`src/rtl/cpu_bus_arbiter_if.sv`:
```
// cpu_bus_arbiter_if: CPU, video fetch and video RAM signals of the bus arbiter.
// The slave modport is the arbiter's view; the master modport is the view of
// everything around it (CPU wrapper, video timing, RAM).
interface cpu_bus_arbiter_if;
  // CPU side
  logic        cpu_mreq;
  logic        cpu_wr;
  logic [15:0] cpu_a;
  // video fetch side
  logic        vid_req;
  logic [13:0] vid_a;
  logic        vid_ack;
  // CPU clock enables and freeze indication
  logic        cep;
  logic        cen;
  logic        stall;
  // video RAM port
  logic [13:0] ram_a;
  logic        ram_we;
  logic        ram_owner;

  modport master (
    output cpu_mreq, cpu_wr, cpu_a, vid_req, vid_a,
    input  vid_ack, cep, cen, stall, ram_a, ram_we, ram_owner
  );

  modport slave (
    input  cpu_mreq, cpu_wr, cpu_a, vid_req, vid_a,
    output vid_ack, cep, cen, stall, ram_a, ram_we, ram_owner
  );
endinterface

```
`src/rtl/cpu_bus_arbiter.sv`:
```
// cpu_bus_arbiter: generates the Z80 cep/cen enables and shares the video RAM
// bank between CPU memory cycles and the video fetch engine.
// Optional feature macro: VRAM_CONTENTION_EN
//   defined   - video has priority; a CPU hitting video RAM is frozen (stall)
//               and a starvation guard hands the bank to the CPU after MAX_VID
//               consecutive video grants.
//   undefined - the CPU always wins; a CPU video-RAM cycle aborts a running
//               video slot and stall never asserts.
module cpu_bus_arbiter #(
  parameter int         CPU_DIV  = 4,
  parameter int         VID_LEN  = 3,
  parameter int         MAX_VID  = 2,
  parameter logic [1:0] VRAM_SEL = 2'b01
) (
  input logic              clock,
  input logic              reset,
  cpu_bus_arbiter_if.slave bus
);

  localparam logic [3:0] PH_LAST   = 4'(CPU_DIV - 1);
  localparam logic [3:0] PH_MID    = 4'(CPU_DIV / 2 - 1);
  localparam logic [3:0] SLOT_LAST = 4'(VID_LEN - 1);

  typedef enum logic [1:0] {
    IDLE = 2'd0,
    CPU  = 2'd1,
    VID  = 2'd2
  } state_t;

  state_t      state_reg, state_next;
  logic [3:0]  slot_reg, slot_next;
  logic [3:0]  ph_reg, ph_next;

  logic        cvr;
  logic        stall_next;
  logic        cep_next, cen_next;
  logic        ack_next, owner_next, we_next;
  logic [13:0] ram_a_next;

  logic        cep_reg, cen_reg, stall_reg;
  logic        ack_reg, owner_reg, we_reg;
  logic [13:0] ram_a_reg;

`ifdef VRAM_CONTENTION_EN
  localparam int SC_W = (MAX_VID < 1) ? 1 : $clog2(MAX_VID + 1);
  logic [SC_W-1:0] sc_reg, sc_next;
`else
  // The starvation guard has no role when the CPU always wins.
  logic unused_cfg;
  assign unused_cfg = (MAX_VID > 0);
`endif

  // A CPU memory cycle aimed at the video RAM bank.
  assign cvr = !bus.cpu_mreq && (bus.cpu_a[15:14] == VRAM_SEL);

  // State, slot countdown, phase counter and starvation counter registers.
  always_ff @(posedge clock or negedge reset) begin
    if (!reset) begin
      state_reg <= IDLE;
      slot_reg  <= '0;
      ph_reg    <= '0;
`ifdef VRAM_CONTENTION_EN
      sc_reg    <= '0;
`endif
    end else begin
      state_reg <= state_next;
      slot_reg  <= slot_next;
      ph_reg    <= ph_next;
`ifdef VRAM_CONTENTION_EN
      sc_reg    <= sc_next;
`endif
    end
  end

  // Next-state logic for the bank owner FSM.
  always_comb begin
    state_next = state_reg;
    slot_next  = slot_reg;
`ifdef VRAM_CONTENTION_EN
    sc_next    = sc_reg;
`endif
    case (state_reg)
      IDLE: begin
`ifdef VRAM_CONTENTION_EN
        // Video wins a tie until it has been granted MAX_VID times in a row
        // over a waiting CPU.
        if (bus.vid_req && (!cvr || (sc_reg < SC_W'(MAX_VID)))) begin
          state_next = VID;
          slot_next  = SLOT_LAST;
          if (cvr) begin
            sc_next = sc_reg + 1'b1;
          end
        end else if (cvr) begin
          state_next = CPU;
          sc_next    = '0;
        end
`else
        if (bus.vid_req && !cvr) begin
          state_next = VID;
          slot_next  = SLOT_LAST;
        end else if (cvr) begin
          state_next = CPU;
        end
`endif
      end
      CPU: begin
        if (!cvr) begin
          state_next = IDLE;
        end
      end
      VID: begin
`ifdef VRAM_CONTENTION_EN
        // A slot always runs to completion, even if vid_req drops.
        if (slot_reg == 4'd0) begin
          state_next = IDLE;
        end else begin
          slot_next = slot_reg - 4'd1;
        end
`else
        // The CPU pre-empts the slot; the video engine simply re-requests.
        if (cvr) begin
          state_next = CPU;
        end else if (slot_reg == 4'd0) begin
          state_next = IDLE;
        end else begin
          slot_next = slot_reg - 4'd1;
        end
`endif
      end
      default: begin
        state_next = IDLE;
      end
    endcase
  end

  // Output decode and CPU phase sequencing, computed one clock ahead.
  always_comb begin
`ifdef VRAM_CONTENTION_EN
    // The CPU waits whenever it wants the bank and does not hold it yet.
    stall_next = cvr && (state_reg != CPU);
`else
    stall_next = 1'b0;
`endif
    // A frozen CPU sees no enables and keeps its phase.
    cep_next = !stall_next && (ph_reg == PH_LAST);
    cen_next = !stall_next && (ph_reg == PH_MID);
    if (stall_next) begin
      ph_next = ph_reg;
    end else if (ph_reg == PH_LAST) begin
      ph_next = 4'd0;
    end else begin
      ph_next = ph_reg + 4'd1;
    end

    owner_next = (state_next == VID);
    we_next    = (state_next == CPU) && !bus.cpu_wr;
    ack_next   = (state_next == VID) && (slot_next == 4'd0);
    ram_a_next = 14'd0;
    if (state_next == VID) begin
      ram_a_next = bus.vid_a;
    end else if (state_next == CPU) begin
      ram_a_next = bus.cpu_a[13:0];
    end
  end

  // Registered outputs; reset clears them immediately.
  always_ff @(posedge clock or negedge reset) begin
    if (!reset) begin
      cep_reg   <= 1'b0;
      cen_reg   <= 1'b0;
      stall_reg <= 1'b0;
      ack_reg   <= 1'b0;
      owner_reg <= 1'b0;
      we_reg    <= 1'b0;
      ram_a_reg <= '0;
    end else begin
      cep_reg   <= cep_next;
      cen_reg   <= cen_next;
      stall_reg <= stall_next;
      ack_reg   <= ack_next;
      owner_reg <= owner_next;
      we_reg    <= we_next;
      ram_a_reg <= ram_a_next;
    end
  end

  assign bus.cep       = cep_reg;
  assign bus.cen       = cen_reg;
  assign bus.stall     = stall_reg;
  assign bus.vid_ack   = ack_reg;
  assign bus.ram_owner = owner_reg;
  assign bus.ram_we    = we_reg;
  assign bus.ram_a     = ram_a_reg;

endmodule

```
`src/flat_wrapper.sv`:
```
// flat-port wrapper written by rule: the top's interface ports become plain ports
module cpu_bus_arbiter_flat 
#(
  parameter int         CPU_DIV  = 4,
  parameter int         VID_LEN  = 3,
  parameter int         MAX_VID  = 2,
  parameter logic [1:0] VRAM_SEL = 2'b01
)
  (clock, reset, bus_cpu_mreq, bus_cpu_wr, bus_cpu_a, bus_vid_req, bus_vid_a, bus_vid_ack, bus_cep, bus_cen, bus_stall, bus_ram_a, bus_ram_we, bus_ram_owner);
  cpu_bus_arbiter_if bus_i ();
  input logic clock;
  input logic reset;
  input wire logic [$bits(bus_i.cpu_mreq)-1:0] bus_cpu_mreq;
  input wire logic [$bits(bus_i.cpu_wr)-1:0] bus_cpu_wr;
  input wire logic [$bits(bus_i.cpu_a)-1:0] bus_cpu_a;
  input wire logic [$bits(bus_i.vid_req)-1:0] bus_vid_req;
  input wire logic [$bits(bus_i.vid_a)-1:0] bus_vid_a;
  output wire logic [$bits(bus_i.vid_ack)-1:0] bus_vid_ack;
  output wire logic [$bits(bus_i.cep)-1:0] bus_cep;
  output wire logic [$bits(bus_i.cen)-1:0] bus_cen;
  output wire logic [$bits(bus_i.stall)-1:0] bus_stall;
  output wire logic [$bits(bus_i.ram_a)-1:0] bus_ram_a;
  output wire logic [$bits(bus_i.ram_we)-1:0] bus_ram_we;
  output wire logic [$bits(bus_i.ram_owner)-1:0] bus_ram_owner;
  assign bus_i.cpu_mreq = bus_cpu_mreq;
  assign bus_i.cpu_wr = bus_cpu_wr;
  assign bus_i.cpu_a = bus_cpu_a;
  assign bus_i.vid_req = bus_vid_req;
  assign bus_i.vid_a = bus_vid_a;
  assign bus_vid_ack = bus_i.vid_ack;
  assign bus_cep = bus_i.cep;
  assign bus_cen = bus_i.cen;
  assign bus_stall = bus_i.stall;
  assign bus_ram_a = bus_i.ram_a;
  assign bus_ram_we = bus_i.ram_we;
  assign bus_ram_owner = bus_i.ram_owner;
  cpu_bus_arbiter #(.CPU_DIV(CPU_DIV), .VID_LEN(VID_LEN), .MAX_VID(MAX_VID), .VRAM_SEL(VRAM_SEL)) u_core (.clock(clock), .reset(reset), .bus(bus_i));
endmodule
```
`config.mk`:
```
export PLATFORM = sky130hd
export DESIGN_NAME = cpu_bus_arbiter_flat
export DESIGN_NICKNAME = d
export VERILOG_FILES = /design/src/rtl/cpu_bus_arbiter_if.sv /design/src/rtl/cpu_bus_arbiter.sv /design/src/flat_wrapper.sv
export SDC_FILE = /design/constraint.sdc
export NUM_CORES = 1
export LEC_CHECK = 0
export CAP_MARGIN = 20
export CORE_ASPECT_RATIO = 0.8
export CORE_UTILIZATION = 37
export DETAILED_ROUTE_END_ITERATION = 10
export GPL_ROUTABILITY_DRIVEN = 0
export PLACE_DENSITY_LB_ADDON = 0.1
export SYNTH_ARGS = -nofsm -noshare
export SYNTH_HDL_FRONTEND = slang
export SYNTH_SLANG_ARGS = --single-unit
```
`constraint.sdc`:
```
create_clock -name clock -period 1.5 [get_ports clock]
set_input_delay 0.225 -clock clock [delete_from_list [all_inputs] [get_ports clock]]
set_output_delay 0.225 -clock clock [all_outputs]
set_load 0.1 [all_outputs]
```
==> reports/metrics.csv <==
stage;metric;value;unit
route;drc_errors;0;
critical_path;crit_arrival;1660;ps
timing;period_minus_slack;1503;ps
run_status;violations;negative setup slack;
yosys;synthTopCellsByArea;dfrtp_1 59%, a22o_1 10%, ha_1 3.1%, a2111oi_4 2.3%, inv_1 2.2%;
timing;post-route-period-util;1.002;
yosys;synth.most_common_cell;dfrtp_1;
layout;fillCellCount;220;
layout;register_area;725.7;um^2
critical_path;ff2ff_path_depth;6;
power;p_per_area;1732;nW/um^2
yosys;ys_warn_count;0;
critical_path;cp_cell_sequence;inv_1 > ha_2 > nor3b_4 > a2111oi_4 > buf_12 > a22o_1;
place;placed_area;2054;um^2
critical_path;path_buf_inv;2;
clocking;clockBufferDepth;2;
power;power;3.742;mW
grt;antenna_found_initial;0;
floorplan;die-area;3532;um^2
critical_path;critical-path-max-stage-delay;390;ps
place;dp_hpwl;1.877;mm
route;ant_nets;0;
route;drt-initial-drc-count;8;
yosys;netlist_area;1220;um^2
timing;fin_worst_skew;2.583;ps
flow_run;maxCapViolations;0;
timing;slew_viol_final;0;
critical_path;rr_startpoint;u_core.slot_reg[1];
layout;largest_reg_flops;14;
clocking;root_buffer;clkbuf_8;
route;via_count;915;
critical_path;crit_slowest_cell;dfrtp_1;
critical_path;crit_path_start_kind;flip-flop;
floorplan;die_w;66.20;um
yosys;synth_flop_cell;dfrtp_1;
yosys;ys_types;33;
route;post_drt_wl_per_cell;12.93;um
min_path;min_path_type;in2async;
floorplan;io_pins;55;
grt;grt_pass1_vias;911;
route;via_per_inst;4.716;
timing;finalHoldViolations;0;
timing;hold_ws;332.2;ps
layout;multi_input_area;459.2;um^2
floorplan;die_h;53.36;um
timing;finalSetupTns;-6.354;ps
timing;setup_viol;3;
grt;use_met3;0.09698;
yosys;ys_seq_area_frac;0.5949;
yosys;synth_top_area_cell;dfrtp_1;
yosys;synth_top_cell_area_share;0.5949;
clocking;clkLatencyLatePin;270;ps
critical_path;cp_top_family;flip-flops;
clocking;numCtsBuffers;5;
critical_path;regToRegEndpoint;u_core.bus.ram_a[1];
grt;grt_pass1_wl;4.202;mm
grt;track_usage;0.1735;
clocking;cts_tree;yes;
clocking;clkTransAtPathRegs;60;ps
yosys;synth-edff-count;0;
clocking;holdBufCountCts;0;
grt;grt_max_degree;30;
layout;area_growth;77.13;%
grt;grt.overflow.total;0;
power;p_leak;0.9443;nW
yosys;async_reset_ff_frac;1.000;
critical_path;required;1660;ps
grt;grt_most_used_layer;met2;
route;wl;2.508;mm
timing;fmax;0.6652;GHz
layout;drive_gt1_frac;0.2792;
place;io_buffers;53;
critical_path;path_class;reg2reg;
clocking;post_cts_buffers;0;
layout;nets;192;
yosys;postSynthCellCount;89;
run_status;run_status;complete, but fails checks;
floorplan;rows;18;
timing;rsz0062_at_grt;yes;
floorplan;start_util;0.3925;
clocking;clock-sinks;29;
critical_path;worstPathMaxFanout;17;
layout;antenna_cells;0;
clocking;htree_levels;2;
yosys;syn-num-nets;127;
yosys;yosys-top-cells-count;29 x dfrtp_1, 14 x a22o_1, 7 x inv_1;
layout;final_area;2161;um^2
grt;gr-usage-met2;0.2466;
critical_path;rrSetupSlack;-3;ps
yosys;avgSynthCellArea;13.71;um^2
critical_path;critPathCaptureType;flip-flop;
floorplan;core-area;3108;um^2
yosys;ys_seq_elements;29;
power;vdd_drop_max;0.9537;mV
route;first_pass_iters;3;
grt;grt_use_met1;0.2103;
timing;worst_slack;-3.297;ps
cells by family (layout without fill, tap and decap cells):
family / count (synthesis) / in the layout / share of synthesized area
buffers and inverters: 11 / 76 / 0.05231
flip-flops: 29 / 29 / 0.5949
adder cells (fa/ha/maj): 3 / 3 / 0.03077
AO/OA/AOI/OAI: 24 / 24 / 0.1939
multiplexers: 1 / 1 / 0.008205
AND/OR/NAND/NOR: 18 / 18 / 0.1026
XOR/XNOR: 2 / 2 / 0.01436
other: 1 / 1 / 0.003074
how the worst max path moves through the flow:
| stage | startpoint | to | slack (ps) | depth (start not counted) |
|---|---|---|---|---|
| detailed placement | bus_cpu_a[15] | u_core.bus.ram_a[1] | -130 | 5 |
| CTS | u_core.slot_reg[1] | u_core.bus.ram_a[5] | -20 | 6 |
| finish | u_core.slot_reg[1] | u_core.bus.ram_a[1] | -3 | 6 |
| global route | u_core.slot_reg[0] | u_core.bus.ram_a[13] | -80 | 6 |
| floorplan | u_core.slot_reg[0] | u_core.bus.ram_a[10] | -80 | 6 |
| global placement | bus_cpu_a[15] | u_core.bus.ram_a[5] | -110 | 5 |
where the power goes:
group	total (mW)	switching, mW	leakage [nW]	internal [mW]
Clock	0.620	0.257	0.0443	0.362
Combinational	2.03	1.18	0.530	0.853
Sequential	1.09	0.146	0.370	0.946
per-layer routing:
| metal | routed length (um) | up-vias |
|---|---|---|
| met5 | 0 | - |
| met4 | 43 | 0 |
| met3 | 302 | 5 |
| met2 | 1084 | 46 |
| met1 | 1077 | 418 |
| li1 | - | 446 |
stage by stage:
| stage | setup slack [ps] | instances | util |
|---|---|---|---|
| 6_report | -3.297 | 194 | 0.6953 |
| 5_1_grt | -81.95 | 194 | 0.6953 |
| 4_1_cts | -15.57 | 194 | 0.6888 |
| 3_5_place_dp | -128.6 | 187 | 0.6610 |
| 3_3_place_gp | -105.9 | 187 | 0.6610 |
| 2_1_floorplan | -83.81 | 89 | - |
cell usage in the layout, fill, tap and decap left out, drive strengths merged, types with 3 or more instances in the layout:
| cell | instances |
|---|---|
| clkdlybuf4s50 | 34 |
| dfrtp | 29 |
| buf | 28 |
| a22o | 14 |
| inv | 7 |
| clkbuf | 7 |
| nor2 | 3 |
| a2111oi | 3 |
| ha | 3 |
layout make-up:
type / instances / area share
tap: 40 / 0.02316
inverter: 7 / 0.01216
clock buffer: 7 / 0.03995
timing repair buffer: 62 / 0.3764
sequential: 29 / 0.3358
multi-input combinational: 49 / 0.2125
what timing repair did:
| action | in CTS | in global routing |
|---|---|---|
| gates resized for setup | 0 | 2 |
| pin swaps | 1 | 8 |
| endpoints found under the setup margin | 10 | 20 |
Note: power is estimated with default switching activity, not from simulation.
